--- src/rtl/soc_pkg.sv ---
// Shared SoC OBI subordinate-side request/response types.
package soc_pkg;

  typedef struct packed {
    logic [31:0] addr;
    logic        we;
    logic [3:0]  be;
    logic [31:0] wdata;
    logic [3:0]  aid;
  } sbr_obi_a_chan_t;

  typedef struct packed {
    logic [31:0] rdata;
    logic [3:0]  rid;
    logic        err;
  } sbr_obi_r_chan_t;

  typedef struct packed {
    logic            req;
    sbr_obi_a_chan_t a;
    logic            rready;
  } sbr_obi_req_t;

  typedef struct packed {
    logic            gnt;
    logic            rvalid;
    sbr_obi_r_chan_t r;
  } sbr_obi_rsp_t;

endpackage

--- src/rtl/obi_mgr_arbiter.sv ---
// obi_mgr_arbiter: round-robin arbiter sharing one OBI subordinate port
// between NumMgr managers. An in-order ID FIFO (MaxTrans deep) records the
// owner of each outstanding transaction so responses route back to it.
// Address and response paths are purely combinational.
//
// Ports:
//   clk_i, rst_i    clock, asynchronous active-high reset
//   mgr_req_i/o     per-manager OBI request in / response out
//   sbr_req_o/i     shared OBI request out / response in
//   busy_o          registered: outstanding count non-zero
//   spurious_rsp_o  registered pulse: rvalid seen with no outstanding txn
module obi_mgr_arbiter
  import soc_pkg::*;
#(
  parameter int unsigned NumMgr   = 2,
  parameter int unsigned MaxTrans = 4,
  parameter int unsigned IdxW     = $clog2(NumMgr)
) (
  input  logic                      clk_i,
  input  logic                      rst_i,
  input  sbr_obi_req_t [NumMgr-1:0] mgr_req_i,
  output sbr_obi_rsp_t [NumMgr-1:0] mgr_rsp_o,
  output sbr_obi_req_t              sbr_req_o,
  input  sbr_obi_rsp_t              sbr_rsp_i,
  output logic                      busy_o,
  output logic                      spurious_rsp_o
);

  localparam int unsigned PtrW = (MaxTrans > 1) ? $clog2(MaxTrans) : 1;
  localparam int unsigned CntW = $clog2(MaxTrans + 1);

  typedef logic [IdxW-1:0] idx_t;
  typedef logic [PtrW-1:0] ptr_t;
  typedef logic [CntW-1:0] cnt_t;

  localparam cnt_t CntMax  = cnt_t'(MaxTrans);
  localparam ptr_t PtrLast = ptr_t'(MaxTrans - 1);
  localparam idx_t IdxLast = idx_t'(NumMgr - 1);

  idx_t rr_q, rr_d;
  logic lock_q, lock_d;
  idx_t lock_idx_q, lock_idx_d;
  idx_t fifo_q [MaxTrans];
  idx_t fifo_d [MaxTrans];
  ptr_t wptr_q, wptr_d;
  ptr_t rptr_q, rptr_d;
  cnt_t cnt_q, cnt_d;
  logic busy_q, busy_d;
  logic spurious_q, spurious_d;

  idx_t        sel;
  logic        found;
  int unsigned cand;
  logic        full;
  logic        nonempty;
  logic        req_fwd;
  logic        rready_fwd;
  idx_t        head;
  logic        push;
  logic        pop;

  function automatic ptr_t ptr_inc(input ptr_t p);
    return (p == PtrLast) ? '0 : p + ptr_t'(1);
  endfunction

  // Manager selection: a held lock pins sel so a pending request is never
  // swapped out from under the subordinate.
  always_comb begin
    sel   = lock_idx_q;
    found = 1'b0;
    cand  = 0;
    if (!lock_q) begin
      sel = rr_q;
      for (int unsigned i = 0; i < NumMgr; i++) begin
        cand = (32'(rr_q) + i) % NumMgr;
        if (!found && mgr_req_i[idx_t'(cand)].req) begin
          sel   = idx_t'(cand);
          found = 1'b1;
        end
      end
    end
  end

  assign full     = (cnt_q == CntMax);
  assign nonempty = (cnt_q != '0);
  assign head     = fifo_q[rptr_q];

  // Reset gating keeps the forwarded request low while rst_i is held even
  // if managers are requesting.
  assign req_fwd    = mgr_req_i[sel].req && !full && !rst_i;
  assign rready_fwd = nonempty ? mgr_req_i[head].rready : 1'b1;
  assign push       = req_fwd && sbr_rsp_i.gnt;
  assign pop        = sbr_rsp_i.rvalid && rready_fwd && nonempty;

  always_comb begin
    sbr_req_o        = '0;
    sbr_req_o.req    = req_fwd;
    sbr_req_o.a      = mgr_req_i[sel].req ? mgr_req_i[sel].a : '0;
    sbr_req_o.rready = rready_fwd;
  end

  always_comb begin
    mgr_rsp_o          = '0;
    mgr_rsp_o[sel].gnt = push;
    if (nonempty) begin
      mgr_rsp_o[head].rvalid = sbr_rsp_i.rvalid;
      mgr_rsp_o[head].r      = sbr_rsp_i.r;
    end
  end

  always_comb begin
    rr_d       = rr_q;
    lock_d     = lock_q;
    lock_idx_d = lock_idx_q;
    fifo_d     = fifo_q;
    wptr_d     = wptr_q;
    rptr_d     = rptr_q;
    cnt_d      = cnt_q;

    if (push) begin
      fifo_d[wptr_q] = sel;
      wptr_d         = ptr_inc(wptr_q);
      rr_d           = (sel == IdxLast) ? '0 : sel + idx_t'(1);
      lock_d         = 1'b0;
    end else if (req_fwd) begin
      lock_d     = 1'b1;
      lock_idx_d = sel;
    end

    if (pop) begin
      rptr_d = ptr_inc(rptr_q);
    end

    case ({push, pop})
      2'b10:   cnt_d = cnt_q + cnt_t'(1);
      2'b01:   cnt_d = cnt_q - cnt_t'(1);
      default: cnt_d = cnt_q;
    endcase

    busy_d     = (cnt_d != '0);
    spurious_d = sbr_rsp_i.rvalid && !nonempty;
  end

  always_ff @(posedge clk_i or posedge rst_i) begin
    if (rst_i) begin
      rr_q       <= '0;
      lock_q     <= 1'b0;
      lock_idx_q <= '0;
      for (int unsigned i = 0; i < MaxTrans; i++) begin
        fifo_q[i] <= '0;
      end
      wptr_q     <= '0;
      rptr_q     <= '0;
      cnt_q      <= '0;
      busy_q     <= 1'b0;
      spurious_q <= 1'b0;
    end else begin
      rr_q       <= rr_d;
      lock_q     <= lock_d;
      lock_idx_q <= lock_idx_d;
      fifo_q     <= fifo_d;
      wptr_q     <= wptr_d;
      rptr_q     <= rptr_d;
      cnt_q      <= cnt_d;
      busy_q     <= busy_d;
      spurious_q <= spurious_d;
    end
  end

  assign busy_o         = busy_q;
  assign spurious_rsp_o = spurious_q;

endmodule
--- config.mk ---
export PLATFORM = sky130hd
export DESIGN_NAME = obi_mgr_arbiter
export DESIGN_NICKNAME = d
export VERILOG_FILES = /design/src/rtl/soc_pkg.sv /design/src/rtl/obi_mgr_arbiter.sv
export SDC_FILE = /design/constraint.sdc
export NUM_CORES = 1
export LEC_CHECK = 0
export ABC_AREA = 1
export CAP_MARGIN = 40
export CORE_AREA = 2 2 136 138
export DETAILED_ROUTE_END_ITERATION = 8
export DIE_AREA = 0 0 138 140
export GPL_ROUTABILITY_DRIVEN = 0
export GPL_TIMING_DRIVEN = 0
export PLACE_DENSITY = 0.57
export RECOVER_POWER = 25
export SETUP_SLACK_MARGIN = 0.3
export SLEW_MARGIN = 20
export SYNTH_ARGS = -nofsm -noshare
export SYNTH_HDL_FRONTEND = slang
export SYNTH_SLANG_ARGS = --single-unit
--- constraint.sdc ---
create_clock -name clk_i -period 3 [get_ports clk_i]
set_clock_uncertainty 0.2 [all_clocks]
set_input_delay 0.6 -clock clk_i [delete_from_list [all_inputs] [get_ports clk_i]]
set_output_delay 0.6 -clock clk_i [all_outputs]
set_load 0.1 [all_outputs]
==> impl_results.rst <==
.. list-table::
   :header-rows: 1

   * - Metric
     - Value
   * - Outcome
     - complete, but fails checks
   * - Failing checks
     - setup timing
   * - Cell Area, Synth
     - 3040 µm²
   * - Fill cells
     - 1029
   * - Type of destination of the critical path
     - output port
   * - Final Critical Period
     - 3130 ps
   * - Nature of the critical path startpoint
     - primary input
   * - Vert. Die Dim
     - 140 µm
   * - Setup repair after global routing missed its margin
     - yes
   * - Number of buffer and inverter stages on the critical path
     - 8
   * - Initial Util
     - 0.171
   * - GRT overflow
     - 0
   * - Final WL
     - 32500 µm
   * - Number of storage elements in the synthesis netlist
     - 16
   * - Terminus of the critical flop-to-flop path
     - busy_o
   * - Yosys Warn Count
     - 0
   * - Initial antenna violation count
     - 5
   * - Instance area after placement
     - 10800 µm²
   * - Area delta synth->final
     - 318%
   * - CTS HTree Levels
     - 1
   * - Number of nets in the final layout
     - 1276
   * - Logic depth of the worst register-to-register path
     - 17
   * - Clock buffer depth
     - 2
   * - Arrival time at the worst endpoint
     - 2330 ps
   * - Net count after synthesis
     - 833
   * - Final-report max-slew violation count
     - 0
   * - Maximum achievable frequency
     - 320 MHz
   * - Clock latency reported for the late side of the worst-skew pair
     - 250 ps
   * - Number of vias after detailed routing
     - 6363
   * - IO Port Bufs
     - 345
   * - Endpoint of the worst setup timing path
     - sbr_req_o[27]
   * - Initial detailed-routing violation count
     - 378
   * - Total I/O pin count
     - 346
   * - Ordered cell list for the critical path
     - buf_12 > nor2_4 > nor2_2 > nand2_2 > buf_4 > buf_4 > nand3_2 > nand2_4 > buf_6 > buf_8 > buf_12 > nand2_4 > clkinvlp_4 > buf_16
   * - CTS Hold Buffers Added
     - 0
   * - Largest net degree at the start of global routing
     - 17
   * - Die span in x
     - 138 µm
   * - Via count of the first global-routing pass
     - 6988
   * - Total clock sinks
     - 16
   * - Setup WS post-layout
     - -125 ps
   * - Pre-CTS setup slack
     - -850 ps
   * - Clock slew at the register clock pins of the worst setup and hold paths
     - 50 ps
   * - Final-report setup violation count
     - 1
   * - Total number of placement rows
     - 49
   * - Path type of the worst min-delay path
     - reg -> reg
   * - Average via count per standard cell
     - 4.86
   * - Number of gates on the worst path with buffers counted
     - 14
   * - FF-to-FF setup slack
     - 310 ps
   * - Estimated wirelength of the detail-placed design
     - 20200 µm
   * - CTS Root Buffer Type
     - sky130_fd_sc_hd__clkbuf_16
   * - Final hold violation count
     - 0
   * - Required time of the critical path
     - 2200 ps
   * - # DRC
     - 0
   * - TritonCTS Buffers
     - 3
   * - Overall die area
     - 19300 µm²
   * - Core area
     - 17800 µm²
   * - Worst path top cell family by delay
     - buffers and inverters
   * - Wirelength per Cell
     - 24.9 µm
   * - Total of max-cap violations
     - 0
   * - Library cells used by synthesis
     - 25
   * - Start point of the critical path
     - mgr_req_i[149]
   * - Area of all placed cells without fillers
     - 12700 µm²
   * - Antenna Nets Post-Route
     - 0
   * - Reg2Reg Launch Point
     - rr_q
   * - Max transition margin
     - 0.359
   * - Clock tree from TritonCTS
     - built
   * - Crit-path max FO
     - 5
   * - Highest-count cells in the layout ignoring fill and taps
     - 187 x sky130_fd_sc_hd__clkdlybuf4s50_1, 134 x sky130_fd_sc_hd__nand2_4, 111 x sky130_fd_sc_hd__nand2_1
   * - Number of iterations in the first detailed-routing pass
     - 5
   * - Commonest non-fill, non-tap cell in the layout
     - sky130_fd_sc_hd__clkdlybuf4s50_1
   * - Final cycle utilization of the critical path
     - 1.04
   * - Mean Syn Cell Area
     - 4.79 µm²
   * - First-pass GRT wire length
     - 42600 µm
   * - Post-synthesis cell count
     - 635
   * - Cell type of the slowest stage on the worst timing path
     - sky130_fd_sc_hd__clkinvlp_4
   * - GRT Total Usage
     - 0.286
   * - Layout cell share with drive strength beyond 1
     - 0.622
   * - Critical path's largest stage delay
     - 250 ps
   * - Sequential-to-total area share from yosys stat
     - 0.132
   * - Critical path class
     - in -> out
   * - Worst-Margin Slew
     - 961 ps
==> how the worst min path moves through the flow <==
stage	startpoint	to	cells past startpoint	slack (ps)
after detailed placement	fifo_q[0]	fifo_q[0]	2	290
after floorplan	fifo_q[2]	fifo_q[2]	2	250
after global placement	lock_idx_q	lock_idx_q	2	280
after CTS	fifo_q[2]	fifo_q[2]	2	300
after global routing	lock_idx_q	lock_idx_q	2	340
final	fifo_q[0]	fifo_q[0]	2	300
==> area by class of cell <==
type	count	area (µm²)	area share
antenna	4	10.0	0.000788
buffer	42	662	0.0521
clock buffer	3	75.1	0.00591
inverter	127	672	0.0529
multi-input combinational	450	3790	0.298
sequential	16	405	0.0319
tap	229	287	0.0226
timing repair buffer	438	6800	0.536
==> worst reg2reg max path, stage by stage, from the launching register on <==
cell	delay, ps
sky130_fd_sc_hd__dfrtp_2	440
sky130_fd_sc_hd__nor2_4	120
sky130_fd_sc_hd__nor2_2	50
sky130_fd_sc_hd__nand2_2	80
sky130_fd_sc_hd__nand2_4	80
sky130_fd_sc_hd__buf_6	140
sky130_fd_sc_hd__buf_6	120
sky130_fd_sc_hd__nand2_4	50
sky130_fd_sc_hd__nand3_4	100
sky130_fd_sc_hd__inv_4	90
sky130_fd_sc_hd__nand2_4	70
sky130_fd_sc_hd__ha_4	180
sky130_fd_sc_hd__fa_2	360
sky130_fd_sc_hd__a21oi_2	160
sky130_fd_sc_hd__o21ai_2	70
sky130_fd_sc_hd__xor2_1	170
sky130_fd_sc_hd__inv_1	60
sky130_fd_sc_hd__nand2_1	40
==> synthesized netlist by cell type <==
cell | number | area [µm²]
sky130_fd_sc_hd__buf_6 | 1 | 11.3
sky130_fd_sc_hd__fa_1 | 1 | 20.0
sky130_fd_sc_hd__o21ai_0 | 3 | 15.0
sky130_fd_sc_hd__nor3_1 | 75 | 375
sky130_fd_sc_hd__buf_4 | 10 | 75.1
sky130_fd_sc_hd__nand3_1 | 12 | 60.1
sky130_fd_sc_hd__nand2_2 | 2 | 12.5
sky130_fd_sc_hd__o21ai_1 | 1 | 5.00
sky130_fd_sc_hd__inv_2 | 1 | 3.75
sky130_fd_sc_hd__nor2_2 | 1 | 6.26
sky130_fd_sc_hd__xor2_1 | 1 | 8.76
sky130_fd_sc_hd__nand4_1 | 4 | 25.0
sky130_fd_sc_hd__nand2_4 | 1 | 11.3
sky130_fd_sc_hd__clkbuf_1 | 4 | 15.0
sky130_fd_sc_hd__buf_2 | 27 | 135
sky130_fd_sc_hd__inv_1 | 126 | 473
sky130_fd_sc_hd__nor2_1 | 10 | 37.5
sky130_fd_sc_hd__a21oi_2 | 1 | 8.76
sky130_fd_sc_hd__a21oi_1 | 2 | 10.0
sky130_fd_sc_hd__dfrtp_1 | 16 | 400
sky130_fd_sc_hd__xnor2_1 | 1 | 8.76
sky130_fd_sc_hd__mux2_2 | 1 | 11.3
sky130_fd_sc_hd__nand2_1 | 327 | 1230
sky130_fd_sc_hd__ha_1 | 6 | 75.1
sky130_fd_sc_hd__nor2_4 | 1 | 11.3
==> registers in the layout, indices dropped and copies added (netlist names) <==
| signal | count |
|---|---|
| busy_o | 1 |
| cnt_q | 3 |
| fifo_q | 4 |
| lock_idx_q | 1 |
| lock_q | 1 |
| rptr_q | 2 |
| rr_q | 1 |
| spurious_rsp_o | 1 |
| wptr_q | 2 |
==> logic make-up after synthesis <==
family	after synthesis	synth area share
adder cells (fa/ha/maj)	7	0.0312
multiplexers	1	0.00370
flip-flops	16	0.132
AND/OR/NAND/NOR	433	0.581
AO/OA/AOI/OAI	7	0.0127
XOR/XNOR	2	0.00576
buffers and inverters	169	0.234
==> metrics by stage <==
stage	TNS, ps	utilization	cells	hold WS (ps)
after floorplan	-2970	-	635	249
after global placement	-115590	0.417	1209	277
after detailed placement	-62500	0.605	1364	288
after CTS	0	0.685	1288	302
after global routing	-175	0.715	1309	344
final	-125	0.715	1309	300
==> routing by layer <==
metal / GRT usage / up-vias / wire length (µm)
met4: 0.180 / 0 / 2840
li1: - / 2757 / -
met1: 0.264 / 3016 / 10200
met3: 0.101 / 165 / 3360
met2: 0.535 / 425 / 16200
met5: 0 / - / 0
==> timing repair <==
item	in CTS	in global routing
cloned	18	3
setup endpoints to repair	156	131
gates resized for setup	618	121
pin swaps	102	60
buffers inserted	47	14
Power is not shown: default switching activity piles up to over one toggle a cycle in this logic, so the estimate is an artifact.
==> patch 1: new RTL, same settings <==
Change the parameter `MaxTrans` from 4 to 2.
--- a/src/rtl/obi_mgr_arbiter.sv
+++ b/src/rtl/obi_mgr_arbiter.sv
@@ -15,3 +15,3 @@
   parameter int unsigned NumMgr   = 2,
-  parameter int unsigned MaxTrans = 4,
+  parameter int unsigned MaxTrans = 2,
   parameter int unsigned IdxW     = $clog2(NumMgr)
Formal check against the unedited RTL: not equivalent (Yosys sat finds a counterexample within 4 cycles, from zero or initial values and one cycle with rst_i high).
==> patch 1 against the unedited design <==
- sequential cell count down 5
- via count decreased by 12%
- die area stayed put
- worst setup slack better by 0.16 ns
- synthesized area shrank 9.7%
- first-iteration DRC count down 49%
- critical path depth up 1
- final area down 6.3%
- routed wire length fell by 22%
Power is not shown: default switching activity piles up to over one toggle a cycle in this logic, so the estimate is an artifact.
==> patch 1: results (changes against the unedited design) <==
metric;value;unit;change
FF-to-FF Start;rr_q;;
DR iter-0 viols;193;;-49%
fraction of layout cells with a size suffix above 1;61.24;%;-0.93 points
filler instances;1159;;+13%
Post-Place Cell Area;10640;sq um;-1.0%
nets;1225;;-4.0%
Slew Limit Headroom;59.30;%;+23 points
Largest regs;cnt_q x2, fifo_q x2;;
met3 WL;1907;microns;-43%
DP HPWL;18080;microns;-11%
Crit path largest cell delay;0.18;ns;-0.07 ns
status;finished clean;;
DRT Pass-1 Iters;6;;+1
Post-CTS Resized;513;;-17%
met3 Usage GRT;6.632;%;-3.4 points
vias in the first global route;6139;;-12%
met1 wire length;8679;microns;-15%
post-route insts no fill;1261;;-3.7%
aggregate global-route resource usage;24.12;%;-4.5 points
WL final;25360;microns;-22%
largest net degree at the start of global routing;12;;-5
antenna violations before repair;1;;-4
met1 GRT Util;25.42;%;-1.0 points
Yosys cell types;24;;-4.0%
Synth top cells by count;nand2_1, inv_1, nor3_1;;
[patch 1: cell count changes in the layout (fill, tap and decap cells not counted), moves of 6 or more]
cell | before | now
clkinvlp_4 | 38 | 55
nor3_2 | 36 | 30
inv_4 | 19 | 8
dlygate4sd2_1 | 5 | 15
nand2_4 | 134 | 119
buf_6 | 27 | 35
buf_16 | 90 | 84
nand2_2 | 81 | 91
buf_4 | 33 | 19
[patch 1: worst paths after layout]
path / end / slack (ns) / cells past startpoint
worst min-delay path: fifo_q[1] / 0.29 / 2
worst max register to register: busy_o / 0.47 / 15
worst min register to register: fifo_q[1] / 0.29 / 2
min in group asynchronous: spurious_rsp_o / 0.35 / 2
max in group asynchronous: cnt_q[0] / 1.93 / 2
worst max-delay path: sbr_req_o[65] / 0.04 / 15
[patch 1: cell type report]
type / instances / share of cell area (%)
Multi-Input combinational cell: 417 / 28.78
Tap cell: 229 / 2.407
Inverter: 125 / 5.843
Clock buffer: 4 / 0.6621
Timing Repair Buffer: 433 / 55.46
Sequential cell: 11 / 2.333
Buffer: 42 / 4.519
[patch 1: cells by family after synthesis]
logic type | Yosys count | share of synthesized area [%]
fa+ha+maj | 1 | 0.4555
simple gates | 406 | 60.18
flops | 11 | 10.02
compound gates | 7 | 1.549
xor+xnor | 3 | 0.9569
buf+inv | 167 | 26.83
[patch 1: metrics by stage]
stage / hold WS (ns) / setup WS (ns) / utilization, % / setup TNS, ns
after floorplan: 0.2494 / 0.0004632 / - / 0
after global routing: 0.3110 / -0.02458 / 66.96 / -0.1125
final: 0.2923 / 0.03631 / 66.96 / 0
after CTS: 0.2953 / 0.05865 / 65.24 / 0
after global placement: 0.2762 / -1.303 / 41.17 / -117.58
after detailed placement: 0.2778 / -0.8769 / 59.86 / -62.19
==> patch 2: new RTL, same flow settings <==
Made on the original files. Reset style: synchronous (`rst_i`), changed in one clocked block. Comments in the files are not updated.
--- a/src/rtl/obi_mgr_arbiter.sv
+++ b/src/rtl/obi_mgr_arbiter.sv
@@ -143,3 +143,3 @@
 
-  always_ff @(posedge clk_i or posedge rst_i) begin
+  always_ff @(posedge clk_i) begin
     if (rst_i) begin
Function: not settled (the Yosys comparison gave no result); the edit may change what the design does.
==> patch 2 against the unedited design <==
- the run still ends with setup timing left
- core utilization is 1.2 points lower
- sequential cell count unchanged
- synthesized cell count grew 2.2%
- synthesized area decreased by 1.5%
- worst setup slack gained 0.12 ns
- count of clock-buffer cells in the layout grew 1
- routed wire length down 6.9%
- final area down 1.6%
==> patch 2: results (changes against the unedited design) <==
metric;value;unit;change
Worst R2R Setup Slack;0.39;ns;+0.08 ns
DR iter-0 viols;261;;-31%
Worst Path Arrival;2.20;ns;-0.13 ns
nets;1284;;+0.63%
violated checks;setup timing;;
largest net degree at the start of global routing;11;;-6
# DRC;0;;unchanged
aggregate global-route resource usage;26.66;%;-1.9 points
worst slew pin tran;0.9632;ns;+0.002608 ns
FF-to-FF End;busy_o;;
Synth top cells by count;nand2_1, inv_1, nor3_1;;
Largest regs;fifo_q x4, cnt_q x3;;
WHS Endpoint;lock_idx_q;;
number of synthesized flops with an enable pin;0;;unchanged
Worst setup endpoint;sbr_req_o[17];;
Max IR drop VDD;900.0;uV;
ranking of synthesized cells by area;nand2_1, inv_1, nor3_1;;
area of the multi-input gates;3921;sq um;+3.5%
WHS;0.2712;ns;-0.02908 ns
Reg2Reg Depth;11;;-6
FF-to-FF Start;cnt_q[1];;
WL/cell;22.96;microns;-7.7%
antenna-violating nets left;0;;unchanged
Post-Place Cell Area;10850;sq um;+0.92%
setup violators final;1;;unchanged
final worst setup slack;-0.001908;ns;+0.1233 ns
Root Buffer;clkbuf_16;;
status;finished with violations;;
filler instances;1064;;+3.4%
first-pass GRT wire length;40580;microns;-4.7%
vias in the first global route;6879;;-1.6%
critical path peak fanout;6;;+1
ys async rst share;0;%;-100 points
DP HPWL;19920;microns;-1.4%
Yosys cell types;22;;-12%
CTS H-tree lvls;1;;unchanged
sequential fraction of the synthesis area;10.68;%;-2.5 points
hold_sp;lock_idx_q;;
Vias;6259;;-1.6%
DRT Pass-1 Iters;4;;-1
P_leak;0.005609;uW;
Synthesized Nets;847;;+1.7%
Main synth FF type;dfxtp_1;;
fraction of layout cells with a size suffix above 1;61.75;%;-0.42 points
[patch 2: worst max-delay path, cell delays in order]
cell,delay [ns]
buf_8,0.10
nand2_2,0.07
nand2_2,0.05
nand2_2,0.10
nand2_4,0.09
buf_6,0.13
buf_8,0.12
buf_12,0.14
buf_6,0.13
nand2_1,0.11
nand2_4,0.07
nand2_4,0.06
clkinvlp_4,0.18
buf_16,0.23
[patch 2: area by class of cell]
cell class,count,share of cell area (%)
plain buffers,43,5.416
multi-input cells,458,31.37
diodes,5,0.1001
flip-flops and latches,16,2.613
inverters,132,6.137
well taps,229,2.293
repair buffers,432,51.36
clock buffers,4,0.7108
[patch 2: stage by stage]
stage	std cells	setup TNS (ns)	total power (uW)	worst slack (ns)
after floorplan	649	-1.665	4223	-0.08327
after global placement	1223	-127.73	5478	-1.393
after detailed placement	1379	-74.70	7157	-1.006
after CTS	1321	-0.01443	8064	-0.007498
after global routing	1319	-0.06750	8457	-0.04356
final	1319	-0.001908	8203	-0.001908
[patch 2: repair_timing]
item | 4_1_cts | 5_1_grt
setup buffers | 48 | 5
gates cloned | 11 | 5
setup endpoints to repair | 156 | 113
hold buffers | 0 | 0
pin swaps | 98 | 90
gates resized for setup | 541 | 189
[patch 2: cell families (layout without fill, tap and decap cells)]
kind of cell | Yosys count | count (layout) | synth area share, %
simple gates | 436 | 436 | 58.93
buf+inv | 175 | 611 | 24.12
flops | 16 | 16 | 10.68
compound gates | 12 | 12 | 2.170
fa+ha+maj | 7 | 7 | 3.172
xor+xnor | 2 | 2 | 0.5844
mux | 1 | 1 | 0.3339
other cells | 0 | 5 | 0
[patch 2: metal layers]
metal	vias to the layer above	GRT usage (%)	part of all wire, %
met5	-	0	0
met4	0	12.89	7.0
met3	133	6.496	8.1
met2	358	51.49	53
met1	2975	26.65	32
li1	2793	-	-
